[src/rtl/uart_tx.sv]
`timescale 1ns/1ps
`default_nettype none
// ============================================================================
// Module   : uart_tx
// Purpose  : 8N1 UART transmitter fed by the core's UART write channel.
//            Incoming bytes go into a small circular FIFO, so back-to-back
//            core writes do not wait for a whole frame. Each byte is sent as
//            one start bit, eight data bits (LSB first) and one stop bit.
// Ports    : CLK          system clock, rising-edge active
//            RST_N        asynchronous active-low reset
//            wr_opt_byte  [8] valid, [7:0] byte to transmit
//            wr_ready     a byte can be accepted this cycle
//            line_out     serial TX line, idles high, registered
//            busy         a frame is on the line or the FIFO holds data
// Revision : 1.0 - initial release
// ============================================================================
module uart_tx #(
    parameter int CLKS_PER_BIT = 868,
    parameter int FIFO_LOG2    = 2
) (
    input  logic       CLK,
    input  logic       RST_N,
    input  logic [8:0] wr_opt_byte,
    output logic       wr_ready,
    output logic       line_out,
    output logic       busy
);

    localparam int c_DEPTH  = 1 << FIFO_LOG2;
    localparam int c_BAUD_W = (CLKS_PER_BIT > 1) ? $clog2(CLKS_PER_BIT) : 1;
    localparam logic [c_BAUD_W-1:0]  c_BAUD_RELOAD = c_BAUD_W'(CLKS_PER_BIT - 1);
    localparam logic [FIFO_LOG2:0]   c_FULL_COUNT  = (FIFO_LOG2 + 1)'(c_DEPTH);

    typedef enum logic [1:0] {
        S_IDLE  = 2'd0,
        S_START = 2'd1,
        S_DATA  = 2'd2,
        S_STOP  = 2'd3
    } state_t;

    state_t                 r_state, w_state_next;
    logic [7:0]             r_mem [c_DEPTH];
    logic [FIFO_LOG2-1:0]   r_wr_ptr, r_rd_ptr;
    logic [FIFO_LOG2:0]     r_count;
    logic [c_BAUD_W-1:0]    r_baud, w_baud_next;
    logic [2:0]             r_bit_idx, w_bit_idx_next;
    logic [7:0]             r_shreg, w_shreg_next;
    logic                   r_line, w_line_next;
    logic                   w_full, w_empty, w_push, w_pop;

    assign w_full   = (r_count == c_FULL_COUNT);
    assign w_empty  = (r_count == '0);
    // Held low throughout reset so the core never sees a spurious accept.
    assign wr_ready = RST_N && !w_full;
    assign w_push   = wr_opt_byte[8] && wr_ready;
    assign busy     = (r_state != S_IDLE) || !w_empty;
    assign line_out = r_line;

    // ------------------------------------------------------------------
    // FIFO storage (data only, no reset needed) and pointers/occupancy
    // ------------------------------------------------------------------
    always_ff @(posedge CLK) begin
        if (w_push) begin
            r_mem[r_wr_ptr] <= wr_opt_byte[7:0];
        end
    end

    always_ff @(posedge CLK or negedge RST_N) begin
        if (!RST_N) begin
            r_wr_ptr <= '0;
            r_rd_ptr <= '0;
            r_count  <= '0;
        end else begin
            if (w_push) r_wr_ptr <= r_wr_ptr + 1'b1;
            if (w_pop)  r_rd_ptr <= r_rd_ptr + 1'b1;
            case ({w_push, w_pop})
                2'b10:   r_count <= r_count + 1'b1;
                2'b01:   r_count <= r_count - 1'b1;
                default: ;
            endcase
        end
    end

    // ------------------------------------------------------------------
    // Frame FSM: state register
    // ------------------------------------------------------------------
    always_ff @(posedge CLK or negedge RST_N) begin
        if (!RST_N) begin
            r_state   <= S_IDLE;
            r_baud    <= '0;
            r_bit_idx <= '0;
            r_shreg   <= '0;
            r_line    <= 1'b1;
        end else begin
            r_state   <= w_state_next;
            r_baud    <= w_baud_next;
            r_bit_idx <= w_bit_idx_next;
            r_shreg   <= w_shreg_next;
            r_line    <= w_line_next;
        end
    end

    // ------------------------------------------------------------------
    // Frame FSM: next state. The line level for the coming bit is decided
    // here and registered together with the state, so line_out changes on
    // the same edge as the state and never glitches.
    // ------------------------------------------------------------------
    always_comb begin
        w_state_next   = r_state;
        w_baud_next    = r_baud;
        w_bit_idx_next = r_bit_idx;
        w_shreg_next   = r_shreg;
        w_line_next    = r_line;
        w_pop          = 1'b0;

        case (r_state)
            S_IDLE: begin
                w_line_next = 1'b1;
                if (!w_empty) begin
                    w_pop        = 1'b1;
                    w_shreg_next = r_mem[r_rd_ptr];
                    w_baud_next  = c_BAUD_RELOAD;
                    w_state_next = S_START;
                    w_line_next  = 1'b0;
                end
            end

            S_START: begin
                if (r_baud == '0) begin
                    w_state_next   = S_DATA;
                    w_baud_next    = c_BAUD_RELOAD;
                    w_bit_idx_next = '0;
                    w_line_next    = r_shreg[0];
                end else begin
                    w_baud_next = r_baud - 1'b1;
                end
            end

            S_DATA: begin
                if (r_baud == '0) begin
                    w_shreg_next   = {1'b0, r_shreg[7:1]};
                    w_bit_idx_next = r_bit_idx + 1'b1;
                    w_baud_next    = c_BAUD_RELOAD;
                    if (r_bit_idx == 3'd7) begin
                        w_state_next = S_STOP;
                        w_line_next  = 1'b1;
                    end else begin
                        // Bit 1 of the unshifted register is the next data bit.
                        w_line_next = r_shreg[1];
                    end
                end else begin
                    w_baud_next = r_baud - 1'b1;
                end
            end

            S_STOP: begin
                if (r_baud == '0) begin
                    if (!w_empty) begin
                        // Chain straight into the next start bit: no idle gap.
                        w_pop        = 1'b1;
                        w_shreg_next = r_mem[r_rd_ptr];
                        w_baud_next  = c_BAUD_RELOAD;
                        w_state_next = S_START;
                        w_line_next  = 1'b0;
                    end else begin
                        w_state_next = S_IDLE;
                        w_line_next  = 1'b1;
                    end
                end else begin
                    w_baud_next = r_baud - 1'b1;
                end
            end

            default: begin
                w_state_next = S_IDLE;
                w_line_next  = 1'b1;
            end
        endcase
    end

endmodule
`default_nettype wire

[config.mk]
export PLATFORM = sky130hd
export DESIGN_NAME = uart_tx
export DESIGN_NICKNAME = d
export VERILOG_FILES = /design/src/rtl/uart_tx.sv
export SDC_FILE = /design/constraint.sdc
export NUM_CORES = 1
export LEC_CHECK = 0
export BUFFER_PORTS_ARGS = -buffer_cell sky130_fd_sc_hd__buf_4
export CAP_MARGIN = 20
export CORE_UTILIZATION = 50
export CTS_CLUSTER_DIAMETER = 150
export DETAILED_ROUTE_END_ITERATION = 16
export PLACE_DENSITY = 0.67
export SLEW_MARGIN = 20
export SYNTH_ARGS = -nofsm -noshare
export SYNTH_HDL_FRONTEND = slang
export SYNTH_SLANG_ARGS = --single-unit
export TNS_END_PERCENT = 1
[constraint.sdc]
create_clock -name CLK -period 3.6 [get_ports CLK]
set_input_delay 0 -clock CLK [delete_from_list [all_inputs] [get_ports CLK]]
set_output_delay 0 -clock CLK [all_outputs]
set_load 0.02 [all_outputs]
# After elaboration in Yosys (flattened, before gate mapping)
# Memories as Yosys holds them, arrays and structs flattened.
# Cells that the tools add are included.
# word_totals
register_bits	31
ramBits	32
input_bits	11
out_inout_bits	3
wordCells	74
mem_count	1
# classes
n_addsub	6
eq_ne	12
muxes	30
reduce_logical	17
# mem_list
memory	depth	width	read_ports	rd_ports_with_merged_regs	write_ports	line_no	source
r_mem	4	8	1	0	1	42	logic [7:0] r_mem [c_DEPTH];
# ops
op	count
$mux 10	3
$pmux 10 s3	1
$mux 8	3
$pmux 8 s3	1
$pmux 3 s2	2
$logic_not 10->1	1
$mux 1	10
$mux 2	5
$ne 2x2->1 const B	5
$sub 10x1->10 const B	1
$reduce_and 3->1	3
$pmux 2 s4	1
$add 3x1->3 const B	2
$eq 2x2->1 const B	3
$eq 3x3->1 const B	2
$mux 3	2
$reduce_bool 2->1	3
$reduce_and 5->1	1
$add 2x1->2 const B	2
$eq 2x1->1 const B	2
$pmux 1 s4	1
$logic_not 3->1	1
$reduce_bool 3->1	1
$sub 3x1->3 const B	1
other kinds (6)	8

# Longest topological paths before layout
# depth
word_depth	6
mapped_depth	11
ltp_nobuf	11

# Worst setup path after synthesis
# No wires, ideal clock.
# synth_timing
kind	register to register
startpoint	register r_baud[0]
endpoint	register r_count[2]
setup_time_ns	0.079
t_arrival_ns	2.365
required_time_ns	3.521
path_slack_ns	1.156
stages_incl_launch_ff	12
path_buffers	0
period_less_slack_ns	2.444
path_cell_list	dfrtp_1 > inv_1 > ha_1 > nor3b_2 > a41oi_1 > nor3_1 > ha_1 > inv_1 > fa_1 > xor2_1 > nor2_1 > xor2_1
# synth_via
elab_chain_len	5
elab_cells_between_ends	7
cone_classes	2 x eq/ne; 3 x mux; 2 x reduce/logical
# synth_rtl
item	line_no	source
from (decl)	45	logic [c_BAUD_W-1:0] r_baud, w_baud_next;
from (signal assigned)	96	r_baud <= w_baud_next;
$logic_not 10->1 *	157	if (r_baud == '0) begin
$mux 1 *	157	
$pmux 1 s2 *	116	case (r_state)
named net w_pop	49	logic w_full, w_empty, w_push, w_pop;
$eq 2x1->1 or $eq 2x2->1 (tied branches)	76	case ({w_push, w_pop})
$pmux 3 s2 or $reduce_bool 2->1 (tied branches)	--	
to (signal assigned)	77	2'b10: r_count <= r_count + 1'b1;
to (signal assigned)	78	2'b01: r_count <= r_count - 1'b1;
to (decl)	44	logic [FIFO_LOG2:0] r_count;
# The timed path passes the listed nets; every way through them passes the cells marked *.
# A chain may end at the register's enable or synchronous reset.

# Worst setup path in the final report
# Same ends and word-level chain as after synthesis.

==> flow_summary.toml <==
[finish]
regArea_sq_mm = 0.001738
multi_input_area_sq_mm = 0.001329
mostFrequentLayoutCells = "edfxtp_1, dfrtp_1, mux2_2, ha_1"
diodes = 0
final_common_cell = "edfxtp_1"
fillers = 450
drive_gt1_share_pct = 27.52
nets = 280
syn_to_final_growth_pct = 15.13

[setup_path]
r2r-end = "r_count[2]$_DFFE_PN0P_"
critPathLaunchType = "register"
r2r_cells = 11
worst-setup-path-type = "reg -> reg"
cpPeakStageDelay_ns = 0.40
crit_chain = "inv_1 > ha_1 > nor3b_2 > a41oi_1 > nor3_1 > ha_1 > inv_1 > fa_1 > xor2_1 > nor2_1 > xor2_1"
crit_path_max_fanout = 6
critPathArrivalTime_ns = 3.00
reg2reg_slack_ns = 0.86
end_kind = "register"
critPathRequiredTime_ns = 3.86
slowest_stage = "dfrtp_1"
r2r_start = "r_baud[0]$_DFF_PN0_"

[global_routing]
grt_usage_pct = 19.07
antenna_found_initial = 0
first_global_vias = 1781
gr-total-overflow = 0
grt_max_degree = 33
grt_pass1_wl_um = 8990

[clocking]
clk_path_buf_depth = 2
cts_resized = 0
tritoncts = "done"
clock_latency_ns = 0.34
root_buffer = "clkbuf_8"
path_clk_slew_ns = 0.07
cts_setup_buffers = 0
clock-sinks = 63
htreeDepth = 3
cts_made_buffers = 9
hold_buffers = 9

[die]
coreArea_sq_mm = 0.005991
std_cell_rows = 28
num_io_pins = 14
die_h_um = 81.38
die_w_um = 81.38
start_util_pct = 52.59
die_area_sq_mm = 0.006623

[synth]
netlist_instances = 227
ys_ff_latch = 63
ys.flop_type = "edfxtp_1"
synth_edf_count = 32
yosysSeqAreaShare_pct = 55.16
ys_warn_count = 0
syn_area_sq_mm = 0.003151
yosysUniqueCellTypes = 55
syn_nets = 254
avgSynthCellArea_sq_um = 13.88
synth-async-reset-ratio_pct = 49.21

[timing]
slew_headroom_pct = 61.00
rsz0062_at_grt = "no"
hold_viol = 0
fin_crit_sh_pct = 76.05
fin_tns_setup_ns = 0
clock_skew_ns = 0.004994
tightest_slew_ns = 0.5850
layout_min_cycle_time_ns = 2.738
drv_slew = 0
max_freq_mhz = 365.3
setup_violations = 0

[pwr]
power.total_mw = 3.275
p_leak_nw = 1.461
ir_drop_v = 0.0004332
powerDensity_mw_per_mm2 = 903.0

[min_path]
min_from = "wr_opt_byte[8]"
hold_class = "in -> reg"
holdPathEnd = "r_wr_ptr[0]$_DFFE_PN0P_"
hold_depth = 3

[placed_design]
place_congestion = 0.7961
hpwlAfterDp_um = 3626
io_buffers = 13

[run_status]
status = "complete, no violations"

[detailed_routing]
wl_per_cell_um = 16.37
via_count = 1936
ant_nets = 0
drt_wl_total_um = 5452
drt-initial-drc-count = 144
drc_errors = 0
first_pass_iters = 4
vias_per_cell = 5.814

[job]
maxCapViolations = 0
worst max path at each step:
stage               depth (start not counted)                     end  slack [ns]           startpoint
detailed placement                         11  r_count[2]$_DFFE_PN0P_        0.90  r_baud[0]$_DFF_PN0_
floorplan                                  11  r_count[2]$_DFFE_PN0P_        1.16  r_baud[0]$_DFF_PN0_
CTS                                        11  r_count[2]$_DFFE_PN0P_        0.85  r_baud[0]$_DFF_PN0_
global route                               11  r_count[2]$_DFFE_PN0P_        0.58  r_baud[0]$_DFF_PN0_
finish                                     11  r_count[2]$_DFFE_PN0P_        0.86  r_baud[0]$_DFF_PN0_
global placement                           11  r_count[2]$_DFFE_PN0P_        0.97  r_baud[0]$_DFF_PN0_
layout make-up:
cell class,instances,area share [%]
clock buffers,10,3.794
clock inverters,6,2.553
well taps,75,2.587
inverters,13,1.345
repair buffers,22,5.174
multi-input cells,144,36.63
flip-flops and latches,63,47.91
power by group:
part           switching (mW)  internal, mW  total [mW]  leakage (nW)
Combinational           0.711         0.693        1.40         0.684
Sequential              0.198         0.974        1.17         0.668
Clock                   0.288         0.412       0.700         0.109
Total                    1.20          2.08        3.28          1.46
cells by family (layout without fill, tap and decap cells):
group,Yosys count,count (layout),share of synthesized area [%]
buffers and inverters,20,51,2.661
flip-flops,63,63,55.16
AO/OA/AOI/OAI,41,41,10.37
multiplexers,26,26,12.11
XOR/XNOR,7,7,1.946
AND/OR/NAND/NOR,54,54,11.16
adder cells (fa/ha/maj),16,16,6.593
synthesized netlist by cell type, types with 3 or more instances:
master,count,area share [%]
nand3_1,3,0.48
edfxtp_1,32,31
nor4_1,4,0.79
and3_1,5,0.99
mux4_2,8,5.7
clkbuf_1,5,0.60
a21o_1,4,0.95
nand2_1,5,0.60
a21oi_1,6,0.95
a31oi_1,5,0.99
dfrtp_1,30,24
or3_1,4,0.79
a41oi_1,3,0.83
mux2_2,17,6.1
ha_1,15,6.0
xor2_1,4,1.1
nand2b_1,3,0.60
inv_1,13,1.5
o21ai_0,6,0.95
xnor2_1,3,0.83
nor3_1,5,0.79
nor2_1,7,0.83
critical path: cells and delay by family, from the launching register on:
family          cells  cell delay, ns
flops               1            0.40
buf+inv             2            0.20
simple gates        3            0.77
xor+xnor            2            0.31
fa+ha+maj           3            0.80
compound gates      1            0.20
metrics by stage:
step	util [%]	std cells	hold slack [ns]	area [sq um]	setup WS, ns
finish	60.55	333	0.03748	3627	0.8622
global route	60.55	333	0.07309	3627	0.5850
CTS	60.55	333	0.03502	3627	0.8545
detailed placement	55.20	308	-0.02374	3307	0.9035
global placement	55.20	308	-0.02378	3307	0.9749
floorplan	-	227	-0.2956	3151	1.156
flip-flops by register name, summed over array words and instances, names as in the netlist:
name	count
line_out	1
r_baud	10
r_bit_idx	3
r_count	3
r_mem	32
r_rd_ptr	2
r_shreg	8
r_state	2
r_wr_ptr	2
per-layer routing:
metal  vias to the layer above  track usage (%)  part of all wire, %
li1                        922                -                    -
met1                       969            25.33                   48
met2                        35            29.00                   47
met3                        10            5.730                  3.4
met4                         0            8.036                  1.9
met5                         -                0                    0
Note: power is estimated with default switching activity, not from simulation.
